===== config.mk =====
export PLATFORM = sky130hd
export DESIGN_NAME = column_sum_controller
export DESIGN_NICKNAME = d
export VERILOG_FILES = /design/src/rtl/column_sum_controller.sv
export SDC_FILE = /design/constraint.sdc
export NUM_CORES = 1
export LEC_CHECK = 0
export CORE_MARGIN = 3
export CORE_UTILIZATION = 46
export DETAILED_ROUTE_END_ITERATION = 10
export PLACE_DENSITY_LB_ADDON = 0.15
export SETUP_SLACK_MARGIN = 0.15
export SLEW_MARGIN = 20
export SYNTH_ARGS = -nofsm -noshare
export SYNTH_HDL_FRONTEND = slang
export SYNTH_SLANG_ARGS = --single-unit

===== constraint.sdc =====
create_clock -name clk -period 2.9 [get_ports clk]
set_input_delay 0.58 -clock clk [delete_from_list [all_inputs] [get_ports clk]]
set_output_delay 0.58 -clock clk [all_outputs]
set_load 0.01 [all_outputs]

===== src/rtl/column_sum_controller.sv =====
// column_sum_controller: walks columns 0..num_cols-1, gating the column-sum datapath
// and handing each captured sum downstream over a valid/ready handshake.
module column_sum_controller #(
    parameter int COL_W      = 8,
    parameter int WAIT_LIMIT = 15
) (
    input  logic             clk,
    input  logic             clr,
    input  logic             start,
    input  logic [COL_W-1:0] num_cols,
    output logic             busy,
    output logic             done,
    output logic             err,
    output logic [COL_W-1:0] col_addr,
    output logic             dp_clr,
    input  logic             dp_done,
    input  logic [31:0]      dp_sum,
    output logic             res_valid,
    input  logic             res_ready,
    output logic [31:0]      res_data,
    output logic [COL_W-1:0] res_col
);
    localparam int WD_W = $clog2(WAIT_LIMIT + 1);

    typedef enum logic [1:0] {IDLE, ACCUM, EMIT, FINISH} state_t;

    state_t           state_q, state_d;
    logic [COL_W-1:0] n_q, n_d, col_q, col_d, rcol_q, rcol_d;
    logic [WD_W-1:0]  wd_q, wd_d;
    logic             err_q, err_d;
    logic [31:0]      data_q, data_d;

    always_ff @(posedge clk) begin
        if (clr) begin
            state_q <= IDLE;
            n_q     <= '0;
            col_q   <= '0;
            rcol_q  <= '0;
            wd_q    <= '0;
            err_q   <= 1'b0;
            data_q  <= '0;
        end else begin
            state_q <= state_d;
            n_q     <= n_d;
            col_q   <= col_d;
            rcol_q  <= rcol_d;
            wd_q    <= wd_d;
            err_q   <= err_d;
            data_q  <= data_d;
        end
    end

    always_comb begin
        state_d = state_q;
        n_d     = n_q;
        col_d   = col_q;
        rcol_d  = rcol_q;
        wd_d    = wd_q;
        err_d   = err_q;
        data_d  = data_q;
        case (state_q)
            IDLE: begin
                if (start) begin
                    n_d     = num_cols;
                    col_d   = '0;
                    err_d   = 1'b0;
                    wd_d    = '0;
                    state_d = (num_cols == '0) ? FINISH : ACCUM;
                end
            end
            ACCUM: begin
                wd_d = wd_q + WD_W'(1);
                // dp_done wins over a watchdog expiring in the same cycle
                if (dp_done) begin
                    data_d  = dp_sum;
                    rcol_d  = col_q;
                    wd_d    = '0;
                    state_d = EMIT;
                end else if (wd_q == WD_W'(WAIT_LIMIT - 1)) begin
                    err_d   = 1'b1;
                    state_d = FINISH;
                end
            end
            EMIT: begin
                if (res_ready) begin
                    if (col_q == n_q - COL_W'(1)) begin
                        state_d = FINISH;
                    end else begin
                        col_d   = col_q + COL_W'(1);
                        state_d = ACCUM;
                    end
                end
            end
            default: state_d = IDLE;
        endcase
    end

    assign busy      = (state_q != IDLE);
    assign done      = (state_q == FINISH);
    assign dp_clr    = (state_q != ACCUM);
    assign res_valid = (state_q == EMIT);
    assign err       = err_q;
    assign col_addr  = col_q;
    assign res_data  = data_q;
    assign res_col   = rcol_q;
endmodule


==> results of run 1 <==
## kinds of logic (layout without fill, tap and decap cells)
group	Yosys count	count (layout)	share of synthesized area [%]
and+or+nand+nor	167	167	26.0
DFF	63	63	43.4
muxes	1	1	0.344
buffers and inverters	35	127	6.67
adders and majority gates	4	4	1.72
xor gates and xnor gates	7	7	2.37
AOI/OAI and AO/OA	93	93	19.5
## per-layer routing
layer / vias up / routed length, µm
met1: 1323 / 3240
met3: 15 / 628
met5: - / 0
li1: 1435 / -
met2: 77 / 3710
met4: 0 / 144
## cells in the mapped netlist, drive strengths merged, types with 2 or more instances
| cell | number |
|---|---|
| inv | 8 |
| a21oi | 58 |
| nor2 | 19 |
| ha | 4 |
| or2 | 2 |
| nand2 | 103 |
| nor4b | 2 |
| nand4b | 2 |
| buf | 4 |
| nand2b | 2 |
| a31oi | 7 |
| nand3 | 10 |
| a211oi | 3 |
| nor3 | 7 |
| nor4 | 3 |
| dfxtp | 63 |
| xnor2 | 4 |
| o21ai | 13 |
| xor2 | 3 |
| and2 | 3 |
| nor2b | 4 |
| clkbuf | 23 |
| nor3b | 3 |
| o31a | 3 |
| or3 | 2 |
## path summary, 6_finish.rpt
check / startpoint / endpoint / slack (ps) / cells after the start
max: n_q[0] / col_addr[5] / 350 / 8
min: res_data[17] / res_data[17] / 450 / 2
max reg2reg: n_q[0] / col_addr[5] / 350 / 8
min reg2reg: res_data[17] / res_data[17] / 450 / 2
## registers in the layout, summed over array words and instances (netlist names)
signal    count
col_addr      8
res_data     32
state_q       2
n_q           8
res_col       8
err           1
wd_q          4
## power breakdown
part / leakage, nW / switching (mW) / total (mW) / internal (mW)
clock network: 0.101 / 0.347 / 0.814 / 0.467
registers: 0.511 / 0.0304 / 0.926 / 0.896
logic: 0.759 / 0.153 / 0.310 / 0.156
## worst max-delay path: stages (launching register included)
cell,delay [ps]
dfxtp_1,400
inv_1,60
ha_1,300
nor2b_1,170
or3_1,350
a31o_1,260
a2111o_1,580
a31oi_1,240
a211oi_1,60
## area by class of cell
cell class	count	share of cell area, %
timing repair buffer	103	24.9
tap	75	2.31
clock inverter	4	1.29
inverter	8	0.739
multi-input combinational	272	35.7
sequential	63	31.0
clock buffer	12	4.06
==> summary.txt, run 1 <==
CTS Buffer Depth: 2
Placed cells: 521
CP arrival: 2750 ps
First-pass GRT wire length: 12400 µm
Core region area: 6030 µm²
Fmax: 0.392 GHz
Cells after Synth: 370
Synth top area share: 43.4%
Pwr/cell area: 504 nW/µm²
Initial Util: 48.2%
Area occupied by multi-input gates: 1450 µm²
Post-DP HPWL: 5440 µm
#FFs+latches synth: 63
Initial antenna violation count: 0
Post-synth ARST share: 0%
Routed wire length: 7730 µm
Detailed Routing Iterations Pass 1: 4
Dominant cells by area after synthesis: dfxtp_1 43%, nand2_1 13%, a21oi_1 9.8%
Critical path peak fanout: 9
Slew margin rel.: 50.8%
Post-DR wirelength/cell: 14.4 µm
Slew Limit Fails: 0
Setup_tns: 0 ps
Count of final setup violators: 0
Crit path kind: flop to flop
Worst-Skew Late Latency: 330 ps
ANT nets after route: 0
Synthesis warning total: 0
Post-layout util: 67.5%
Overall routing resource usage: 21.2%
I/O Buffers: 97
Area leader, netlist: dfxtp_1
Netlist cell types: 47
Synthesized area per cell: 7.86 µm²
Post-CTS Repair Setup Buffers: 0
Fill count: 512
Drt initial violations: 142
Sequential area share after synthesis: 43.4%
Share of cells above drive strength 1: 7.14%
Clock root buffer master: clkbuf_8
Met3 Use GR: 8.17%
Clock buffer count from CTS: 9
Tmin final: 2550 ps
Worst-path clk slew: 80 ps
Most crowded layer after global routing: met2
Met2 Usage GRT: 34.7%
Routability congestion estimate: 0.825
Drc violations: 0
Critical path required time: 3090 ps
Mapped Area: 2910 µm²
Final Cycle Share: 88.0%
Commonest cells after routing, fill and taps aside: 103 x nand2_1, 96 x clkdlybuf4s50_1, 63 x dfxtp_1
Final Instance Area: 4070 µm²
CTS resizes: 0
Total congestion overflow: 0
Commonest non-fill, non-tap cell in the layout: nand2_1
FF+latch area: 1260 µm²
Layout Nets: 506
Largest net degree at the start of global routing: 41
Crit start category: flop
Max_cap viols: 0
Die Y-Extent: 85.5 µm
Layout Cells excl Fill: 537
RSZ-0062 raised after global routing: no
Width of the die: 85.5 µm
I/O Pins: 98
Worst-Margin Slew: 735 ps
Hold slack final: 452 ps
Met1 Use GR: 24.9%
Area delta synth->final: 39.9%
Number of synthesized flops with an enable pin: 0
Worst slack at placement: 366 ps
TritonCTS clock tree: done
Final hold vios: 0
Worst hold path class: flop to flop
Final Skew: 13.6 ps
Std cell rows: 28
N_diodes: 0
Status: complete, no violations
Via Count: 2850
Vias in the first global route: 2649
Clock Sinks: 63
Die area: 7310 µm²
Vias/cell: 5.31
Tot Pwr: 2.05 mW
Mapped Nets: 419
Final WS setup: 349 ps
Pleak: 1.37 nW
CTS H-tree depth: 3
Post-DP Area: 3850 µm²
Worst VDD drop: 370 µV
Crit. End Element: flop
Hold_buf cts: 0
Ys flop type: dfxtp_1
No activity file was read; power rests on OpenSTA's default activity.
==> run 2: changes to the inputs <==
--- a/config.mk
+++ b/config.mk
@@ -9,7 +9,7 @@
 export CORE_UTILIZATION = 46
 export DETAILED_ROUTE_END_ITERATION = 10
 export PLACE_DENSITY_LB_ADDON = 0.15
-export SETUP_SLACK_MARGIN = 0.15
+export SETUP_SLACK_MARGIN = 0.1
 export SLEW_MARGIN = 20
 export SYNTH_ARGS = -nofsm -noshare
 export SYNTH_HDL_FRONTEND = slang
==> results of run 2 <==
Same layout as run 1: the final DEF is identical, and so are final timing and power.
==> patch 1 (config.mk and constraints of run 2) <==
The parameter `WAIT_LIMIT` goes from 15 to 17.
--- a/src/rtl/column_sum_controller.sv
+++ b/src/rtl/column_sum_controller.sv
@@ -2,7 +2,7 @@
 // and handing each captured sum downstream over a valid/ready handshake.
 module column_sum_controller #(
     parameter int COL_W      = 8,
-    parameter int WAIT_LIMIT = 15
+    parameter int WAIT_LIMIT = 17
 ) (
     input  logic             clk,
     input  logic             clr,
Check against the original RTL: same outputs for any inputs over 10 cycles, from zero or initial values; that may be too few to reach the edited logic, so the function may still have changed.
==> patch 1 against run 2 <==
  * Utilization is 2.5 points higher
  * Total power is 3.5% lower
  * Routed wire length is 7.3% lower
  * Sequential cell count is 1 higher
  * Area after synthesis is 6.2% lower
  * Setup slack worse by 12 ps
  * Largest cell class unchanged
  * Cell area is 3.4% lower
  * Fmax is 0.46% lower
  * Highest routed layer unchanged
  * Die area is 5.8% lower
==> patch 1: results (changes against run 2) <==
- Status: finished clean (unchanged)
- Nets: 489 (was 506)
- Crit path from: state_q[0] (was n_q[0])
- Largest net degree at the start of global routing: 56 (was 41)
- All-layer global routing usage: 20.8% (was 21.2%)
- Multi-input gate area: 1320 um2 (was 1450 um2)
- Routability congestion estimate: 0.802 (was 0.825)
- Metal3 WL: 352 um (was 628 um)
- Via/cell ratio: 5.10 (was 5.31)
- Fraction of layout cells with a size suffix above 1: 5.17% (was 7.14%)
- Syn_nets: 399 (was 419)
- Met2 usage: 34.3% (was 34.7%)
- Top post-synthesis cells by area: dfxtp_1, nand2_1, a21oi_1, xor2_1, clkbuf_1 (was dfxtp_1, nand2_1, a21oi_1, clkbuf_1, nor2_1)
- Lkg Pwr: 1.40 nW (was 1.37 nW)
- Post-synthesis cell count: 350 (was 370)
- Final-layout non-clock buffer area share: 25.2% (was 24.9%)
- #MultiIn Comb: 254 (was 272)
- Clock buf/inv share: 5.26% (was 5.36%)
- Slowest stage delay, CP: 520 ps (was 580 ps)
- Commonest cells post-synth: nand2_1, dfxtp_1, a21oi_1, clkbuf_1, nor2_1 (unchanged)
- R2r setup slk: 440 ps (was 350 ps)
- Bufs w/o clock: 100 (was 103)
- DR vias: 2636 (was 2850)
- Register area share after synthesis: 47.0% (was 43.4%)
- Worst hold endpoint: res_data[30] (was res_data[17])
- DRT iter0 DRCs: 129 (was 142)
-- patch 1: cells by family after synthesis --
| kind of cell | count (synthesis) | share of synthesized area (%) |
|---|---|---|
| AND/OR/NAND/NOR | 154 | 24.7 |
| multiplexers | 3 | 1.10 |
| buffers and inverters | 32 | 4.73 |
| adder cells (fa/ha/maj) | 4 | 1.84 |
| flip-flops | 64 | 47.0 |
| AO/OA/AOI/OAI | 82 | 17.0 |
| XOR/XNOR | 11 | 3.54 |
-- patch 1: where the power goes --
| part | switching [mW] | leakage (nW) | internal [mW] |
|---|---|---|---|
| registers | 0.0260 | 0.519 | 0.908 |
| logic | 0.132 | 0.782 | 0.138 |
| clock network | 0.334 | 0.101 | 0.440 |
-- patch 1: per-stage QoR --
stage | instance area, um2 | worst slack, ps | util [%]
6_report | 3930 | 337 | 70.0
5_1_grt | 3930 | 199 | 70.0
4_1_cts | 3930 | 336 | 70.0
3_5_place_dp | 3720 | 363 | 66.3
3_3_place_gp | 3720 | 417 | 66.3
2_1_floorplan | 2730 | 643 | -
==> patch 2 (settings of run 2) <==
Made on the original files. Put one more register stage on the output `err`. The value now appears one clock later. The other outputs are not delayed to match.
--- a/src/rtl/column_sum_controller.sv
+++ b/src/rtl/column_sum_controller.sv
@@ -99,7 +99,9 @@
     assign done      = (state_q == FINISH);
     assign dp_clr    = (state_q != ACCUM);
     assign res_valid = (state_q == EMIT);
-    assign err       = err_q;
+    always_ff @(posedge clk) begin
+        err <= err_q;
+    end
     assign col_addr  = col_q;
     assign res_data  = data_q;
     assign res_col   = rcol_q;
Function: same outputs for any inputs over 10 cycles, from zero or initial values; that may be too few to reach the edited logic, so the function may still have changed.
==> patch 2 against run 2 <==
  * Sequential cell count increased by 1
  * Setup slack improved by 56 ps
  * Largest power group unchanged
  * Total power increased by 3.6%
  * Area after synthesis increased by 0.69%
  * Via count decreased by 2.1%
  * Count of clock-buffer cells in the layout unchanged
  * Cell area increased by 1.0%
  * Routed wire length decreased by 1.0%
==> patch 2: results (changes against run 2) <==
- Status: finished clean (unchanged)
- Nets: 508 (was 506)
- Crit path max-delay family: compound AO/OA/AOI/OAI gates (unchanged)
- Ant diodes: 0 (unchanged)
- CTS max path bufs: 2 (unchanged)
- Hold Crit Start: err_q (was res_data[17])
- Distinct cells, synth: 47 (unchanged)
- Pre-antenna DRT Iters: 4 (unchanged)
- Top post-synthesis cells by area: dfxtp_1, nand2_1, a21oi_1, clkbuf_1, nor2_1 (unchanged)
- Register area share after synthesis: 43.8% (was 43.4%)
- Commonest cells post-synth: nand2_1, dfxtp_1, a21oi_1, clkbuf_1, nor2_1 (unchanged)
- Crit path from: n_q[0] (unchanged)
- CTS Buf Count: 9 (unchanged)
- Worst hold endpoint: err (was res_data[17])
- Resize count post-CTS: 0 (unchanged)
- Syn_nets: 420 (was 419)
- First-pass GRT wire length: 12.8 mm (was 12.4 mm)
- CTS root buf: clkbuf_8 (unchanged)
- Placed Cells: 523 (was 521)
- Clock Latency Late Sink: 340 ps
- Hold Slack: 364 ps (was 452 ps)
- CP max-delay cell: a2111oi_4 (was a2111o_1)
- Worst r2r path cells: 8 (unchanged)
- Dpl hpwl: 5.41 mm (was 5.44 mm)
- Worst rel slew slack: 50.6% (was 50.8%)
- # H-tree levels: 3 (unchanged)
- Compound-Gate Fraction of Synth Area: 19.3% (was 19.5%)
- Overflow after GRT: 0 (unchanged)
- Final WL: 7.65 mm (was 7.73 mm)
- Vias in the first global route: 2653 (was 2649)
- Lkg Pwr: 1.40 nW (was 1.37 nW)
- Worst setup path endpoint: col_addr[7] (was col_addr[5])
- All-layer global routing usage: 22.0% (was 21.2%)
- Worst slack at placement: 403 ps (was 366 ps)
- Initial antenna violation count: 0 (unchanged)
- Post-synthesis cell count: 371 (was 370)
- DP Area: 3870 um2 (was 3850 um2)
- Routability congestion estimate: 0.870 (was 0.825)
- Worst hold path class: reg2reg (unchanged)
- Post-synth ARST share: 0% (unchanged)
- Peak VDD IR: 363 uV (was 370 uV)
- Worst EP arrival: 2740 ps (was 2750 ps)
- Count of input and output buffers: 97 (unchanged)
- Post-Synth XOR/XNOR Area: 2.35% (was 2.37%)
- Fraction of layout cells with a size suffix above 1: 7.11% (was 7.14%)
- Worst-path fanout max: 9 (unchanged)
- Synth warnings: 0 (unchanged)
- CTS clk-pin slew, worst paths: 70 ps
- Worst Hold Depth: 0 (was 2)
- DR vias: 2789 (was 2850)
- Slowest stage delay, CP: 520 ps (was 580 ps)
- Clock Skew: 12.5 ps (was 13.6 ps)
- Post-Synth Adder-Cell Area: 1.71% (was 1.72%)
- Mux share of post-synthesis cell area: 0.342% (was 0.344%)
- Post-CTS setup buffers: 0 (unchanged)
- Avg WL per Cell: 14.2 um (was 14.4 um)
- DRT iter0 DRCs: 130 (was 142)
- Max FFs per register: 32 (unchanged)
- Largest net degree at the start of global routing: 41 (unchanged)
## patch 2: cell count changes after synthesis
cell,change
dfxtp_1,+1
## patch 2: final cells by class
type | count | area [um2]
inverters | 8 | 30.0
multi-input cells | 272 | 1450
flip-flops and latches | 64 | 1280
repair buffers | 104 | 1020
clock inverters | 4 | 76.3
fillers | 513 | 1920
clock buffers | 12 | 155
well taps | 75 | 93.8
## patch 2: power breakdown
| part | internal [mW] | switching (mW) | leakage (nW) |
|---|---|---|---|
| Clock | 0.533 | 0.340 | 0.113 |
| Sequential | 0.909 | 0.0302 | 0.519 |
| Combinational | 0.157 | 0.154 | 0.764 |
| Total | 1.60 | 0.524 | 1.40 |
## patch 2: per-layer routing
layer / GRT usage, % / wire length [um] / part of all wire [%] / up-vias
met2: 35.0 / 3650 / 48 / 87
met3: 11.0 / 702 / 9.2 / 8
met1: 26.1 / 3200 / 42 / 1258
li1: - / - / - / 1436
met5: 0 / 0 / 0 / -
met4: 6.33 / 99 / 1.3 / 0
